`config.mk`:
```
export PLATFORM = sky130hd
export DESIGN_NAME = instruction_decode
export DESIGN_NICKNAME = d
export VERILOG_FILES = /design/src/rtl/instruction_decode.sv
export SDC_FILE = /design/constraint.sdc
export NUM_CORES = 1
export LEC_CHECK = 0
export ABC_AREA = 0
export CORE_MARGIN = 5
export CORE_UTILIZATION = 53
export CTS_BUF_LIST = sky130_fd_sc_hd__clkbuf_8
export DETAILED_ROUTE_END_ITERATION = 10
export HOLD_SLACK_MARGIN = 0.03
export PLACE_DENSITY_LB_ADDON = 0.12
export SLEW_MARGIN = 0
export SYNTH_ARGS = -nofsm -noshare
export SYNTH_HDL_FRONTEND = slang
export SYNTH_SLANG_ARGS = --single-unit
```
`constraint.sdc`:
```
create_clock -name clk -period 2 [get_ports clk]
set_clock_uncertainty 0.2 [all_clocks]
set_input_delay 0.4 -clock clk [delete_from_list [all_inputs] [get_ports clk]]
set_output_delay 0.4 -clock clk [all_outputs]
set_load 0.02 [all_outputs]
```
`src/rtl/instruction_decode.sv`:
```
// Decode stage between fetch and execute: collects opcode (+ optional immediate)
// over a DOR/ack handshake, presents registered decode fields, counts retirements.
module instruction_decode #(
  parameter int unsigned COUNT_WIDTH = 8,
  parameter bit          HALT_STICKY = 1'b1
) (
  input  logic                   clk,
  input  logic                   reset,
  input  logic                   DIR,
  input  logic [7:0]             data_in,
  output logic                   ack_prev,
  output logic                   DOR,
  input  logic                   ack_from_next,
  output logic [3:0]             alu_op,
  output logic [1:0]             rd,
  output logic [1:0]             rs,
  output logic [7:0]             imm,
  output logic                   has_imm,
  output logic                   is_mem,
  output logic                   is_branch,
  output logic                   illegal,
  output logic                   halt,
  output logic [COUNT_WIDTH-1:0] insn_count
);

  typedef enum logic [2:0] {
    IDLE,
    ACK_OP,
    WAIT_IMM,
    ACK_IMM,
    OUT,
    HALTED
  } state_t;

  state_t     state;
  logic [7:0] opcode_q;
  logic [7:0] imm_q;

  logic [3:0] cls;
  logic       dec_has_imm;
  logic       dec_mem;
  logic       dec_branch;
  logic       dec_illegal;
  logic       dec_halt;
  logic       emit;

  always_comb begin
    cls         = opcode_q[7:4];
    dec_has_imm = (cls == 4'h1) || (cls == 4'h8) || (cls == 4'h9) ||
                  (cls == 4'hA) || (cls == 4'hB);
    dec_mem     = (cls == 4'h8) || (cls == 4'h9);
    dec_branch  = (cls == 4'hA) || (cls == 4'hB);
    dec_illegal = (cls == 4'hC) || (cls == 4'hD) || (cls == 4'hE);
    dec_halt    = (cls == 4'hF);
    // Fields are loaded on the cycle that raises DOR and then held untouched.
    emit        = ((state == ACK_OP) && !dec_has_imm) || (state == ACK_IMM);
  end

  always_ff @(posedge clk) begin
    if (!reset) begin
      state      <= IDLE;
      opcode_q   <= '0;
      imm_q      <= '0;
      ack_prev   <= 1'b0;
      DOR        <= 1'b0;
      alu_op     <= '0;
      rd         <= '0;
      rs         <= '0;
      imm        <= '0;
      has_imm    <= 1'b0;
      is_mem     <= 1'b0;
      is_branch  <= 1'b0;
      illegal    <= 1'b0;
      halt       <= 1'b0;
      insn_count <= '0;
    end else begin
      ack_prev <= 1'b0;
      case (state)
        IDLE: begin
          if (DIR) begin
            opcode_q <= data_in;
            ack_prev <= 1'b1;
            state    <= ACK_OP;
          end
        end
        ACK_OP: begin
          if (dec_has_imm) begin
            state <= WAIT_IMM;
          end else begin
            DOR   <= 1'b1;
            state <= OUT;
          end
        end
        WAIT_IMM: begin
          if (DIR) begin
            imm_q    <= data_in;
            ack_prev <= 1'b1;
            state    <= ACK_IMM;
          end
        end
        ACK_IMM: begin
          DOR   <= 1'b1;
          state <= OUT;
        end
        OUT: begin
          if (ack_from_next) begin
            DOR        <= 1'b0;
            insn_count <= insn_count + COUNT_WIDTH'(1);
            state      <= (dec_halt && HALT_STICKY) ? HALTED : IDLE;
          end
        end
        HALTED: state <= HALTED;
        default: state <= IDLE;
      endcase

      if (emit) begin
        alu_op    <= opcode_q[7:4];
        rd        <= opcode_q[3:2];
        rs        <= opcode_q[1:0];
        imm       <= dec_has_imm ? imm_q : '0;
        has_imm   <= dec_has_imm;
        is_mem    <= dec_mem;
        is_branch <= dec_branch;
        illegal   <= dec_illegal;
        halt      <= dec_halt;
      end
    end
  end

endmodule

```
==> flow_summary_export.csv <==
group,metric,value,unit
run_status,status,"finished clean",
yosys,syn_avg_cell_area,9.30,um^2
setup_path,critical_path.max_stage_delay,0.63,ns
setup_path,cp.required,1.40,ns
placed_design,place_area,2600,um^2
drt,antenna_left,0,
setup_path,timing.critical_path.buf_inv,1,
timing,timing.fmax,516,MHz
cells_and_area,multi_input_area,1030,um^2
cells_and_area,fin_nets,284,
yosys,synth_mux_area_share,8.50,%
cts,cts_root_buffer,"clkbuf_8",
die,pin_count,43,
placed_design,place_congestion,0.757,
cts,tritoncts,"built",
drt,dr.pass1.iters,4,
yosys,yosys.area_share.xor_xnor,2.07,%
cells_and_area,instances_no_fill,322,
cts,cts_buffers,5,
die,die_w,73.2,um
timing,setup_violations,0,
cts,cts_setup_buffers,0,
cells_and_area,seq_area,1000,um^2
cts,cts_resized,0,
yosys,synth_top_family_by_area,"simple AND/OR/NAND/NOR gates",
timing,post-route-min-period,1.94,ns
cts,clk_latency,0.30,ns
run,maxCapViolCount,0,
pwr,leakage,0.986,nW
timing,rsz0062_at_grt,"false",
die,rows,23,
yosys,synth_top_cell_by_area,"dfxtp_1",
grt,grt_overflow_total,0,
timing,slew_headroom,69.1,%
pwr,p_per_area,704,nW/um^2
setup_path,rr_worst_depth,3,
yosys,async_flop_share,0,%
timing,tns,0,ns
yosys,synthAdderAreaFrac,0.590,%
cells_and_area,fin_area,2710,um^2
placed_design,portBuffers,42,
grt,antenna_found_initial,0,
yosys,yosysTopAreaCellShare,47.2,%
setup_path,crit_type,"reg -> out",
yosys,ys_seq_area_share,47.2,%
setup_path,arrival,1.34,ns
setup_path,crit_chain,"clkdlybuf4s50_1",
drt,drt-total-wl,4.26,mm
setup_path,end_kind,"output port",
worst_hold_path,hold_class,"reg -> reg",
yosys,synthCells,228,
yosys,synth.area.top_cells,"dfxtp_1 47%, nand2_1 10%, mux2i_1 8.5%",
timing,worstMarginPinSlew,0.462,ns
drt,viasPerCell,5.25,
die,design.core.area,3940,um^2
cts,cts_max_path_buffers,2,
yosys,ys_warn_count,0,
drt,drtIter0Drc,70,
grt,grt_use_total,16.8,%
cells_and_area,layout-drive-gt1-share,8.09,%
placed_design,placedCellCount,314,
die,floorplan.die_area,5360,um^2
setup_path,critPathMaxFanout,4,
setup_path,worstSetupStartpointType,"register",
placed_design,dp_hpwl,3.07,mm
drt,wl_per_cell,13.2,um
cts,clk_pin_slew,0.09,ns
grt,grt_pass1_vias,1571,
cells_and_area,diodes,0,
yosys,synth_cell_types,42,
yosys,synth_compound_area_share,12.2,%
cts,cts.sinks,50,
cts,htree_levels,2,
yosys,synth_simple_gate_area_share,25.4,%
setup_path,crit_slowest_cell,"clkdlybuf4s50_1",
grt,grt_max_degree,32,
cells_and_area,syn_to_final_growth,28.0,%
timing,fin_crit_sh,96.8,%
cells_and_area,nFillCells,326,
timing,slew_violations,0,
die,die_height,73.2,um
pwr,p_total,1.91,mW
setup_path,cp.depth,1,
yosys,synth_area,2120,um^2
yosys,syn-num-nets,241,
setup_path,path_delay_family,"buffers and inverters",
die,start_util,53.8,%
yosys,synth_enable_flop_cells,0,
drt,drc,0,
worst_hold_path,hold_depth,2,
yosys,synthFlopType,"dfxtp_1",
pwr,vdd_drop_max,507,uV
cts,cts-hold-fix-buffers,0,
grt,grt_pass1_wl,7.01,mm
yosys,ys_seq_elements,50,
drt,vias,1691,
timing,hold_viol_final,0,
## cell type report
| type | count | area share [%] |
|---|---|---|
| clock buffers | 7 | 3.55 |
| clock inverters | 1 | 0.323 |
| inverters | 2 | 0.277 |
| multi-input cells | 162 | 38.0 |
| flip-flops and latches | 50 | 36.9 |
| well taps | 50 | 2.31 |
| repair buffers | 50 | 18.6 |
## Yosys cell counts, drive strengths merged, types with 2 or more instances
library cell	n
nand2	57
dfxtp	50
mux2i	18
nor2b	12
a21boi	11
o22ai	10
buf	7
clkbuf	7
and2	6
nand3	4
nor2	4
a21oi	3
nand2b	3
o21ai	3
or3	3
xnor2	3
and3	2
inv	2
nand3b	2
nor3	2
nor4b	2
o21a	2
xor2	2
## per-stage QoR
stage | util [%] | hold WS, ns | setup slack, ns
2_1_floorplan | - | 0.235 | 0.489
3_3_place_gp | 66.0 | 0.248 | 0.00784
3_5_place_dp | 66.0 | 0.253 | -0.00532
4_1_cts | 68.7 | 0.266 | 0.0206
5_1_grt | 68.8 | 0.289 | 0.0100
6_report | 68.8 | 0.261 | 0.0634
## worst paths after layout
| path | endpoint | slack, ns | from |
|---|---|---|---|
| max | insn_count[0] | 0.06 | insn_count[0] |
| min | rd[1] | 0.26 | rd[1] |
| max reg2reg | imm[7] | 0.29 | state[0] |
| min reg2reg | rd[1] | 0.26 | rd[1] |
## placed cells by master (no fill, tap or decap), types with 3 or more instances in the layout
master | synthesis | routed
dfxtp_1 | 50 | 50
nor2b_1 | 12 | 12
buf_4 | 2 | 6
a21oi_1 | 3 | 3
clkdlybuf4s50_1 | 0 | 39
clkbuf_8 | 0 | 7
nand2_1 | 57 | 57
nand3_1 | 4 | 4
xnor2_1 | 3 | 3
a21boi_0 | 9 | 9
and2_1 | 6 | 6
or3_1 | 3 | 3
o22ai_1 | 10 | 10
nor2_1 | 4 | 4
mux2i_1 | 18 | 18
o21ai_0 | 3 | 3
## report_power, final
part           internal [mW]  total, mW  switching [mW]  leakage, nW
Sequential              1.02       1.05          0.0307        0.405
Clock                  0.317      0.652           0.335       0.0544
Combinational          0.103      0.207           0.104        0.527
## state kept, by name, summed over array words and instances, names as in the netlist
register,cells
insn_count,8
rd,2
imm_q,8
opcode_q,8
halt,1
is_mem,1
imm,8
ack_prev,1
DOR,1
rs,2
has_imm,1
state,3
illegal,1
is_branch,1
alu_op,4
## cells by family after synthesis
kind of cell               Yosys count
and+or+nand+nor                    102
DFF                                 50
AOI/OAI and AO/OA                   36
muxes                               18
buffers and inverters               16
xor gates and xnor gates             5
adders and majority gates            1
## metal layers
| layer | up-vias | track usage, % | share of wire [%] |
|---|---|---|---|
| met5 | - | 0 | 0 |
| met4 | 0 | 5.33 | 1.1 |
| met3 | 5 | 4.27 | 4.5 |
| met2 | 34 | 27.1 | 49 |
| met1 | 796 | 21.9 | 46 |
| li1 | 856 | - | - |
## worst register-to-register path, stage by stage, from the launching register on
cell and delay (ns):
dfxtp_1 0.62, nor2b_1 0.24, nand3_1 0.30, o22ai_1 0.28
(Power assumes the default switching activity.)
